--- src/rtl/mc_arb_pkg.sv ---
// rtl/mc_arb_pkg.sv - shared constants for the MC request arbiter
// Purpose: command encodings and field widths used by mc_req_arb and its bench.
// Ports: none (package).
package mc_arb_pkg;
    localparam logic [2:0] CMD_RD    = 3'd1;
    localparam logic [2:0] CMD_WR    = 3'd2;
    localparam int         PORT_ID_W = 8;
    localparam int         VADR_W    = 48;
    localparam int         DATA_W    = 64;
    localparam int         RDCTL_W   = 24;
endpackage

--- src/rtl/rr_pick.sv ---
// rtl/rr_pick.sv - N-wide round-robin priority encoder
// Purpose: first set bit of req scanning upward from start, wrapping at N.
// Ports:
//   req    in   N    request mask
//   start  in   IW   scan start index (must be < N)
//   gnt    out  N    one-hot grant
//   idx    out  IW   index of the granted bit
//   any    out  1    at least one request present
module rr_pick #(
    parameter int N  = 8,
    parameter int IW = (N > 1) ? $clog2(N) : 1
) (
    input  logic [N-1:0]  req,
    input  logic [IW-1:0] start,
    output logic [N-1:0]  gnt,
    output logic [IW-1:0] idx,
    output logic          any
);
    int p;

    always_comb begin
        gnt = '0;
        idx = '0;
        any = 1'b0;
        p   = 0;
        for (int k = 0; k < N; k++) begin
            p = int'(start) + k;
            if (p >= N) p = p - N;
            if (!any && req[p]) begin
                any    = 1'b1;
                gnt[p] = 1'b1;
                idx    = IW'(p);
            end
        end
    end
endmodule

--- src/rtl/mc_req_arb.sv ---
// rtl/mc_req_arb.sv - round-robin MC request arbiter with burst and read credits
// Purpose: shares one MC request port among NPORT requesters; stamps the port id
// into rtnctl[31:24] so the response xbar can route read data back.
// Ports:
//   clk167, reset167            clock, synchronous active-high reset
//   req_vld/cmd/vadr/data/rdctl per-port requests, held until req_ack
//   req_ack                     one-hot accept pulse
//   mc_rq_stall                 MC backpressure
//   mc_rq_vld/cmd/vadr/data/rtnctl  registered MC request
//   rsp_ret                     per-port read response consumed
//   idle, err_undflow           status
module mc_req_arb
    import mc_arb_pkg::*;
#(
    parameter int NPORT     = 8,
    parameter int MAX_BURST = 4,
    parameter int MAX_OUTST = 8
) (
    input  logic                   clk167,
    input  logic                   reset167,
    input  logic [NPORT-1:0]       req_vld,
    input  logic [3*NPORT-1:0]     req_cmd,
    input  logic [48*NPORT-1:0]    req_vadr,
    input  logic [64*NPORT-1:0]    req_data,
    input  logic [24*NPORT-1:0]    req_rdctl,
    output logic [NPORT-1:0]       req_ack,
    input  logic                   mc_rq_stall,
    output logic                   mc_rq_vld,
    output logic [2:0]             mc_rq_cmd,
    output logic [VADR_W-1:0]      mc_rq_vadr,
    output logic [DATA_W-1:0]      mc_rq_data,
    output logic [31:0]            mc_rq_rtnctl,
    input  logic [NPORT-1:0]       rsp_ret,
    output logic                   idle,
    output logic                   err_undflow
);
    localparam int IW = (NPORT > 1) ? $clog2(NPORT) : 1;
    localparam int OW = $clog2(MAX_OUTST + 1);
    localparam int BW = $clog2(MAX_BURST + 1);

    logic [IW-1:0]        rr_ptr;      // next scan start = last winner + 1
    logic [IW-1:0]        owner;
    logic                 owner_vld;
    logic [BW-1:0]        burst_cnt;
    logic [OW-1:0]        outst [NPORT];

    logic [NPORT-1:0]     eligible;
    logic [NPORT-1:0]     pick_gnt;
    logic [NPORT-1:0]     rd_inc;
    logic [IW-1:0]        pick_idx;
    logic [IW-1:0]        win_idx;
    logic                 pick_any;
    logic                 owner_ok;
    logic                 issue;
    logic                 any_outst;
    logic [2:0]           win_cmd;
    logic [VADR_W-1:0]    win_vadr;
    logic [DATA_W-1:0]    win_data;
    logic [RDCTL_W-1:0]   win_rdctl;

    always_comb begin
        eligible = '0;
        for (int i = 0; i < NPORT; i++) begin
            eligible[i] = req_vld[i] &
                          ((req_cmd[3*i +: 3] != CMD_RD) | (outst[i] < OW'(MAX_OUTST)));
        end
    end

    rr_pick #(.N(NPORT), .IW(IW)) u_pick (
        .req   (eligible),
        .start (rr_ptr),
        .gnt   (pick_gnt),
        .idx   (pick_idx),
        .any   (pick_any)
    );

    // The burst owner keeps the grant while it stays eligible and has budget left;
    // otherwise the round-robin scan decides.
    assign owner_ok = owner_vld & eligible[owner] & (burst_cnt < BW'(MAX_BURST));
    assign issue    = ~reset167 & ~mc_rq_stall & pick_any;
    assign win_idx  = owner_ok ? owner : pick_idx;
    assign req_ack  = issue ? (owner_ok ? (NPORT'(1) << owner) : pick_gnt) : '0;

    always_comb begin
        win_cmd   = '0;
        win_vadr  = '0;
        win_data  = '0;
        win_rdctl = '0;
        rd_inc    = '0;
        any_outst = 1'b0;
        for (int i = 0; i < NPORT; i++) begin
            if (win_idx == IW'(i)) begin
                win_cmd   = req_cmd[3*i +: 3];
                win_vadr  = req_vadr[48*i +: 48];
                win_data  = req_data[64*i +: 64];
                win_rdctl = req_rdctl[24*i +: 24];
            end
            if (outst[i] != '0) any_outst = 1'b1;
        end
        for (int i = 0; i < NPORT; i++) begin
            rd_inc[i] = issue & (win_idx == IW'(i)) & (win_cmd == CMD_RD);
        end
    end

    assign idle = ~any_outst & ~mc_rq_vld;

    always_ff @(posedge clk167) begin
        if (reset167) begin
            rr_ptr       <= '0;
            owner        <= '0;
            owner_vld    <= 1'b0;
            burst_cnt    <= '0;
            mc_rq_vld    <= 1'b0;
            mc_rq_cmd    <= '0;
            mc_rq_vadr   <= '0;
            mc_rq_data   <= '0;
            mc_rq_rtnctl <= '0;
            err_undflow  <= 1'b0;
            for (int i = 0; i < NPORT; i++) outst[i] <= '0;
        end else begin
            mc_rq_vld <= issue;
            if (issue) begin
                mc_rq_cmd    <= win_cmd;
                mc_rq_vadr   <= win_vadr;
                mc_rq_data   <= win_data;
                mc_rq_rtnctl <= {PORT_ID_W'(win_idx), win_rdctl};
                rr_ptr       <= (win_idx == IW'(NPORT - 1)) ? '0 : win_idx + IW'(1);
                if (owner_ok) begin
                    burst_cnt <= burst_cnt + BW'(1);
                end else begin
                    owner     <= win_idx;
                    owner_vld <= 1'b1;
                    burst_cnt <= BW'(1);
                end
            end
            // Issue and return on the same port in one cycle cancel out.
            for (int i = 0; i < NPORT; i++) begin
                if (rd_inc[i] && !rsp_ret[i]) begin
                    outst[i] <= outst[i] + OW'(1);
                end else if (!rd_inc[i] && rsp_ret[i]) begin
                    if (outst[i] == '0) err_undflow <= 1'b1;
                    else                outst[i] <= outst[i] - OW'(1);
                end
            end
        end
    end
endmodule

--- config.mk ---
export PLATFORM = sky130hd
export DESIGN_NAME = mc_req_arb
export DESIGN_NICKNAME = d
export VERILOG_FILES = /design/src/rtl/mc_arb_pkg.sv /design/src/rtl/rr_pick.sv /design/src/rtl/mc_req_arb.sv
export SDC_FILE = /design/constraint.sdc
export NUM_CORES = 1
export LEC_CHECK = 0
export CAP_MARGIN = 20
export CELL_PAD_IN_SITES_DETAIL_PLACEMENT = 0
export CELL_PAD_IN_SITES_GLOBAL_PLACEMENT = 1
export CORE_AREA = 2 2 499 501
export DETAILED_ROUTE_END_ITERATION = 10
export DIE_AREA = 0 0 501 503
export PLACE_DENSITY = 0.36
export SETUP_SLACK_MARGIN = 0.2
export SYNTH_ARGS = -nofsm -noshare
export SYNTH_HDL_FRONTEND = slang
export SYNTH_SLANG_ARGS = --single-unit
--- constraint.sdc ---
create_clock -name clk167 -period 9.7 [get_ports clk167]
set_input_delay 1.94 -clock clk167 [delete_from_list [all_inputs] [get_ports clk167]]
set_output_delay 1.94 -clock clk167 [all_outputs]
set_load 0.05 [all_outputs]
== After elaboration in Yosys (flattened, before gate mapping) ==
Memories as Yosys holds them, arrays and structs flattened.
Cells that the tools add are included.
Operators by class
  add/subtract/negate cells: 33
  order comparisons: 34
  eq/ne operators: 16
  shift-type cells: 1
  mux-type cells: 226
  bitwise logic cells: 65
  reductions and logical operators: 72
Operators by type and width (number)
  $mux 64: 8
  $mux 48: 8
  $ge 32x1->1 const B: 8
  $lt 32x5->1 const B: 8
  $mux 32: 8
  $ge 32x5->1 const B: 7
  $sub 32x5->32 const B: 7
  $mux 24: 8
  $mux 1: 132
  $mux 8: 10
  $mux 4: 16
  $mux 3: 19
  $or 8x8->8: 7
  $add 4x1->4 const B: 8
  $logic_not 4->1: 8
  $lt 4x4->1 const B: 8
  $reduce_bool 4->1: 8
  $sub 4x1->4 const B: 8
  $logic_and 1x1->1: 31
  $and 1x1->1: 29
  $bmux 1 s3: 9
  $demux 1 s3: 8
  $ne 3x1->1 const B: 8
  $or 1x1->1: 24
  other kinds (16): 52
Storage, ports and cells
  register bits after elaboration: 154
  memory bits (writable): 32
  input port bits: 1131
  logic and storage cells: 458
  memories kept: 1
Memories
  outst: depth 8, width 4, read ports 8, clocked after Yosys merged registers in 0, write ports 8, line mc_req_arb.sv:45  | logic [OW-1:0] outst [NPORT];

== Depth between registers and ports, before layout ==
An unclocked memory read counts as a cell.
  word-level depth: 67
  gate-level depth with buffers: 37

== Hierarchy ==
A second synthesis with hierarchy kept.
Unflattened totals
  cell total of the unflattened synthesis: 2446
  area total of the unflattened synthesis: 17488.0 um^2
Modules (own cells, without submodules)
  mc_req_arb: times used 1, cells each 2267, area each 16087.9 um^2, seq. area each 4043.9 um^2
  rr_pick: times used 1, cells each 179, area each 1400.1 um^2, seq. area each 0.0 um^2

== Least setup slack after synthesis ==
OpenSTA, ideal clock, no wires.
  kind: input -> output
  start: input req_cmd[11]
  end: output req_ack[3]
  arrival time: 6848 ps
  slack: 912 ps
  stages: 9
  cell sequence: and4bb_1 -> buf_2 -> o32ai_1 -> mux4_2 -> o32a_1 -> a2111oi_1 -> a22o_1 -> nor2_1 -> a2111oi_0
On the way
  cells in the longest elaborated chain, start to end: 30
RTL lines
  start, declared: line mc_req_arb.sv:22  | input logic [3*NPORT-1:0] req_cmd,
  $ne 3x1->1 (*): line mc_req_arb.sv:65  | ((req_cmd[3*i +: 3] != CMD_RD) | (outst[i] < OW'(MAX_OUTST)));
  $or 1x1->1 (*): line mc_req_arb.sv:65
  $and 1x1->1 (*): line mc_req_arb.sv:64  | eligible[i] = req_vld[i] &
  $bmux 1 s3: line rr_pick.sv:29  | if (!any && req[p]) begin
  $mux 1 (implied by the code) (2 in series): line rr_pick.sv:29
  $mux 1: line rr_pick.sv:29
  $logic_not 1->1: line rr_pick.sv:29
  $logic_and 1x1->1: line rr_pick.sv:29
  [13 not listed]
  $logic_not 1->1: line rr_pick.sv:29
  $logic_and 1x1->1: line rr_pick.sv:29
  $mux 1: line rr_pick.sv:29
  $logic_not 1->1: line rr_pick.sv:29
  $logic_and 1x1->1: line rr_pick.sv:29
  $mux 8 or $mux 1 (tied branches): line rr_pick.sv:29
  $mux 8 or $and 1x1->1 (tied branches): line mc_req_arb.sv:82, mc_req_arb.sv:80
  $mux 8 (*): line mc_req_arb.sv:82  | assign req_ack = issue ? (owner_ok ? (NPORT'(1) << owner) : pick_gnt) : '0;
  end, declared: line mc_req_arb.sv:26  | output logic [NPORT-1:0] req_ack,
Mark *: on every way between the ends. The rest lies on a longest branch, timed or not. The select of a mux whose other input is x is not followed.

== Worst setup path in the final report ==
  start: input req_cmd[21]
  end: output req_ack[2]
The elaborated chain is that of the path after synthesis.

==> results.tsv <==
stage	metric	value	unit
timing	Worst Tran Pin Value	1140	ps
timing	Max transition margin	24.3	%
yosys	Cell variety after synth	93	
min_path	Hold Path Stages	1	
detailed_routing	via count	26018	
critical_path	most used cell, CP	clkdlybuf4s50_1	
timing	fin crit period	9100	ps
timing	unrepaired setup endpoints after global routing	no	
critical_path	required time of the critical path	7760	ps
critical_path	crit path launch type	primary input	
detailed_routing	routed len/inst	33.8	µm
clock_tree	hold buffer count at CTS	0	
clock_tree	worst skew pair latency	590	ps
outcome	status	finished clean	
critical_path	Critical Path End Type	primary output	
global_route	global-route total usage across every layer	17.2	%
detailed_routing	Post-route DRC	0	
yosys	Avg Cell Area, Syn	7.69	µm²
timing	final setup TNS	0	ps
detailed_routing	antenna viol nets, final	0	
yosys	adder-cell area share of the yosys netlist	3.12	%
floorplan	Rows	183	
clock_tree	postcts setup bufs	0	
yosys	Synth Area in Simple Gates	22.1	%
global_route	total global routing overflow	0	
detailed_routing	drt pass-1 iters	5	
timing	Slew Limit Fails	0	
global_route	pin count of the biggest net entering global routing	90	
critical_path	Setup CP Type	in2out	
critical_path	R2R cell count	32	
pwr	leak pwr	11.8	nW
yosys	synthesized area	17300	µm²
clock_tree	post_cts resized	0	
floorplan	Die Width	501	µm
clock_tree	H-tree levels	4	
yosys	number of flops mapped to enable cells by yosys	32	
detailed_routing	WL final	228	mm
clock_tree	clock-pin slew on the worst setup and hold paths	100	ps
yosys	Warnings, synthesis	0	
placement	HPWL Detailed	191	mm
critical_path	CP bufs+invs	2	
critical_path	delay-heaviest family, CP	compound AO/OA/AOI/OAI gates	
global_route	first-pass GRT wire length	283	mm
clock_tree	Num CTS Buffers	17	
timing	FMAX	0.110	GHz
yosys	Post-synth ARST share	0	%
clock_tree	Root Driver	clkbuf_16	
critical_path	Worst path depth	13	
floorplan	Initial Util	7.01	%
timing	WHS	462	ps
timing	clk_skew	22.7	ps
timing	Hold Fails Final Rpt	0	
yosys	main flop type after synthesis	dfxtp_1	
yosys	mux cell area share after synthesis	2.55	%
critical_path	worst-path fanout max	9	
critical_path	Worst R2R Setup Slack	1800	ps
global_route	number of global-route vias before repair	26216	
yosys	main combinational cell family by area after synthesis	compound AO/OA/AOI/OAI gates	
clock_tree	CTS Buffer Depth	2	
yosys	part of the Yosys area used for sequential elements	23.4	%
floorplan	Ports	1289	
placement	Port-buffer cells	1283	
pwr	PwrDens	378	nW/µm²
yosys	Mapped Cells	2252	
clock_tree	CTS tree	built	
detailed_routing	drt initial violations	1954	
critical_path	Arr. time, crit path	7160	ps
run	max cap viols	0	
min_path	min-delay worst type	reg2reg	
clock_tree	Sink Count	186	
critical_path	CP cell instances	clkdlybuf4s50_1 > and4bb_1 > o32ai_1 > mux4_2 > a41oi_1 > nand4_1 > nor2_1 > nand2_1 > o21ai_0 > mux2i_1 > a21o_1 > a211oi_1 > clkdlybuf4s50_1	
global_route	initial antenna violation count	125	
pwr	Peak VDD IR	357	µV
placement	gpl congestion	0.859	
floorplan	die footprint	252000	µm²
finish	Area Overhead vs Synth	103	%
timing	post-route clock period utilization	93.8	%
floorplan	core box area	247000	µm²
floorplan	Die H	503	µm
timing	endpoints failing setup	0	
finish	Final nets	4604	
critical_path	Worst path slowest cell	clkdlybuf4s50_1	
yosys	XOR/XNOR share of the synthesized area	0.961	%
yosys	compound-gate portion of the synthesized area	40.3	%
critical_path	CP peak stage delay	970	ps
finish	share of cells above drive strength 1	6.61	%
detailed_routing	vias per inst	3.86	
yosys	register bit total from synthesis	186	
## cell families (layout without fill, tap and decap cells)
family,count (synthesis),count (layout)
muxes,30,30
DFF,186,186
xor gates and xnor gates,19,19
buffers and inverters,301,1492
adders and majority gates,39,39
other,1,54
AOI/OAI and AO/OA,858,858
and+or+nand+nor,818,818
## cell usage after synthesis (11+ instances only)
library cell	count	area share (%)
o31ai_1	140	6.1
nand3_1	92	2.7
o32ai_1	12	0.61
buf_2	38	1.1
xor2_1	13	0.66
ha_1	32	2.3
edfxtp_1	32	5.6
nand2_1	271	5.9
inv_1	53	1.1
a221o_1	148	8.6
and3_1	75	2.7
buf_1	25	0.54
a21oi_1	105	3.0
a31oi_1	69	2.5
o21ai_0	21	0.61
a21o_1	12	0.52
o221ai_1	68	3.4
clkbuf_1	160	3.5
nand2b_1	13	0.47
nor2_1	271	5.9
buf_6	12	0.78
o311a_1	65	3.8
a221oi_1	138	7.0
mux2i_1	13	0.75
and2_1	11	0.40
dfxtp_1	154	18
## metal layers
metal | global-route usage [%] | vias up | wire length [µm]
li1 | - | 11360 | -
met1 | 19.0 | 12971 | 86700
met2 | 31.4 | 1372 | 118000
met3 | 4.06 | 277 | 14500
met4 | 6.51 | 38 | 8380
met5 | 0 | - | 241
## state kept, by name, summed over array words and instances (netlist names), 3 cells and up
name          cells
mc_rq_rtnctl     27
rr_ptr            3
burst_cnt         3
mc_rq_data       64
mc_rq_vadr       48
outst            32
mc_rq_cmd         3
owner             3
## power breakdown
group / switching, mW / total, mW / leakage, nW / internal, mW
Clock: 0.524 / 0.871 / 0.282 / 0.347
Combinational: 7.27 / 11.2 / 9.88 / 3.91
Sequential: 0.192 / 1.23 / 1.61 / 1.04
## cells in the final DEF (no fill, tap or decap), types with 8 or more instances in the layout
cell type	n
a211oi_1	10
a21o_1	11
a21oi_1	105
a221o_1	148
a221oi_1	134
a31oi_1	69
and2_1	11
and3_1	73
buf_12	18
buf_4	108
clkbuf_16	17
clkdlybuf4s50_1	1278
dfxtp_1	154
diode_2	49
edfxtp_1	32
ha_1	30
inv_1	52
mux2i_1	13
mux4_2	10
nand2_1	268
nand2b_1	13
nand3_1	92
nand4_1	10
nor2_1	269
nor3_1	8
nor4_1	9
o21ai_0	21
o221ai_1	68
o22ai_1	8
o311a_1	65
o31ai_1	138
o32ai_1	12
xor2_1	13
## through the flow
stage | setup WS, ps | instance area [µm²] | std cells | utilization (%) | power [mW]
2_1_floorplan | 912 | 17300 | 2256 | - | 6.82
3_3_place_gp | 568 | 34400 | 6650 | 13.9 | 12.8
3_5_place_dp | 537 | 34400 | 6652 | 13.9 | 12.8
4_1_cts | 786 | 35000 | 6684 | 14.2 | 13.7
5_1_grt | 600 | 35100 | 6717 | 14.2 | 14.1
6_report | 602 | 35100 | 6733 | 14.2 | 13.3
## layout make-up
cell class                      count  area, µm²
Inverter                           56        225
Sequential cell                   186       4040
Antenna cell                       49        123
Timing Repair Buffer             1404      14000
Multi-Input combinational cell   1769      12100
Fill cell                       28177     212000
Clock buffer                       18        429
Tap cell                         3237       4050
Clock inverter                     14        154
## path summary, 6_finish.rpt
| kind | start | to |
|---|---|---|
| worst max-delay path | req_cmd[21] | req_ack[2] |
| worst min-delay path | owner_vld | owner_vld |
| worst max register to register | rr_ptr[0] | outst[1][15] |
| worst min register to register | owner_vld | owner_vld |
Note: power is estimated with default switching activity, not from simulation.
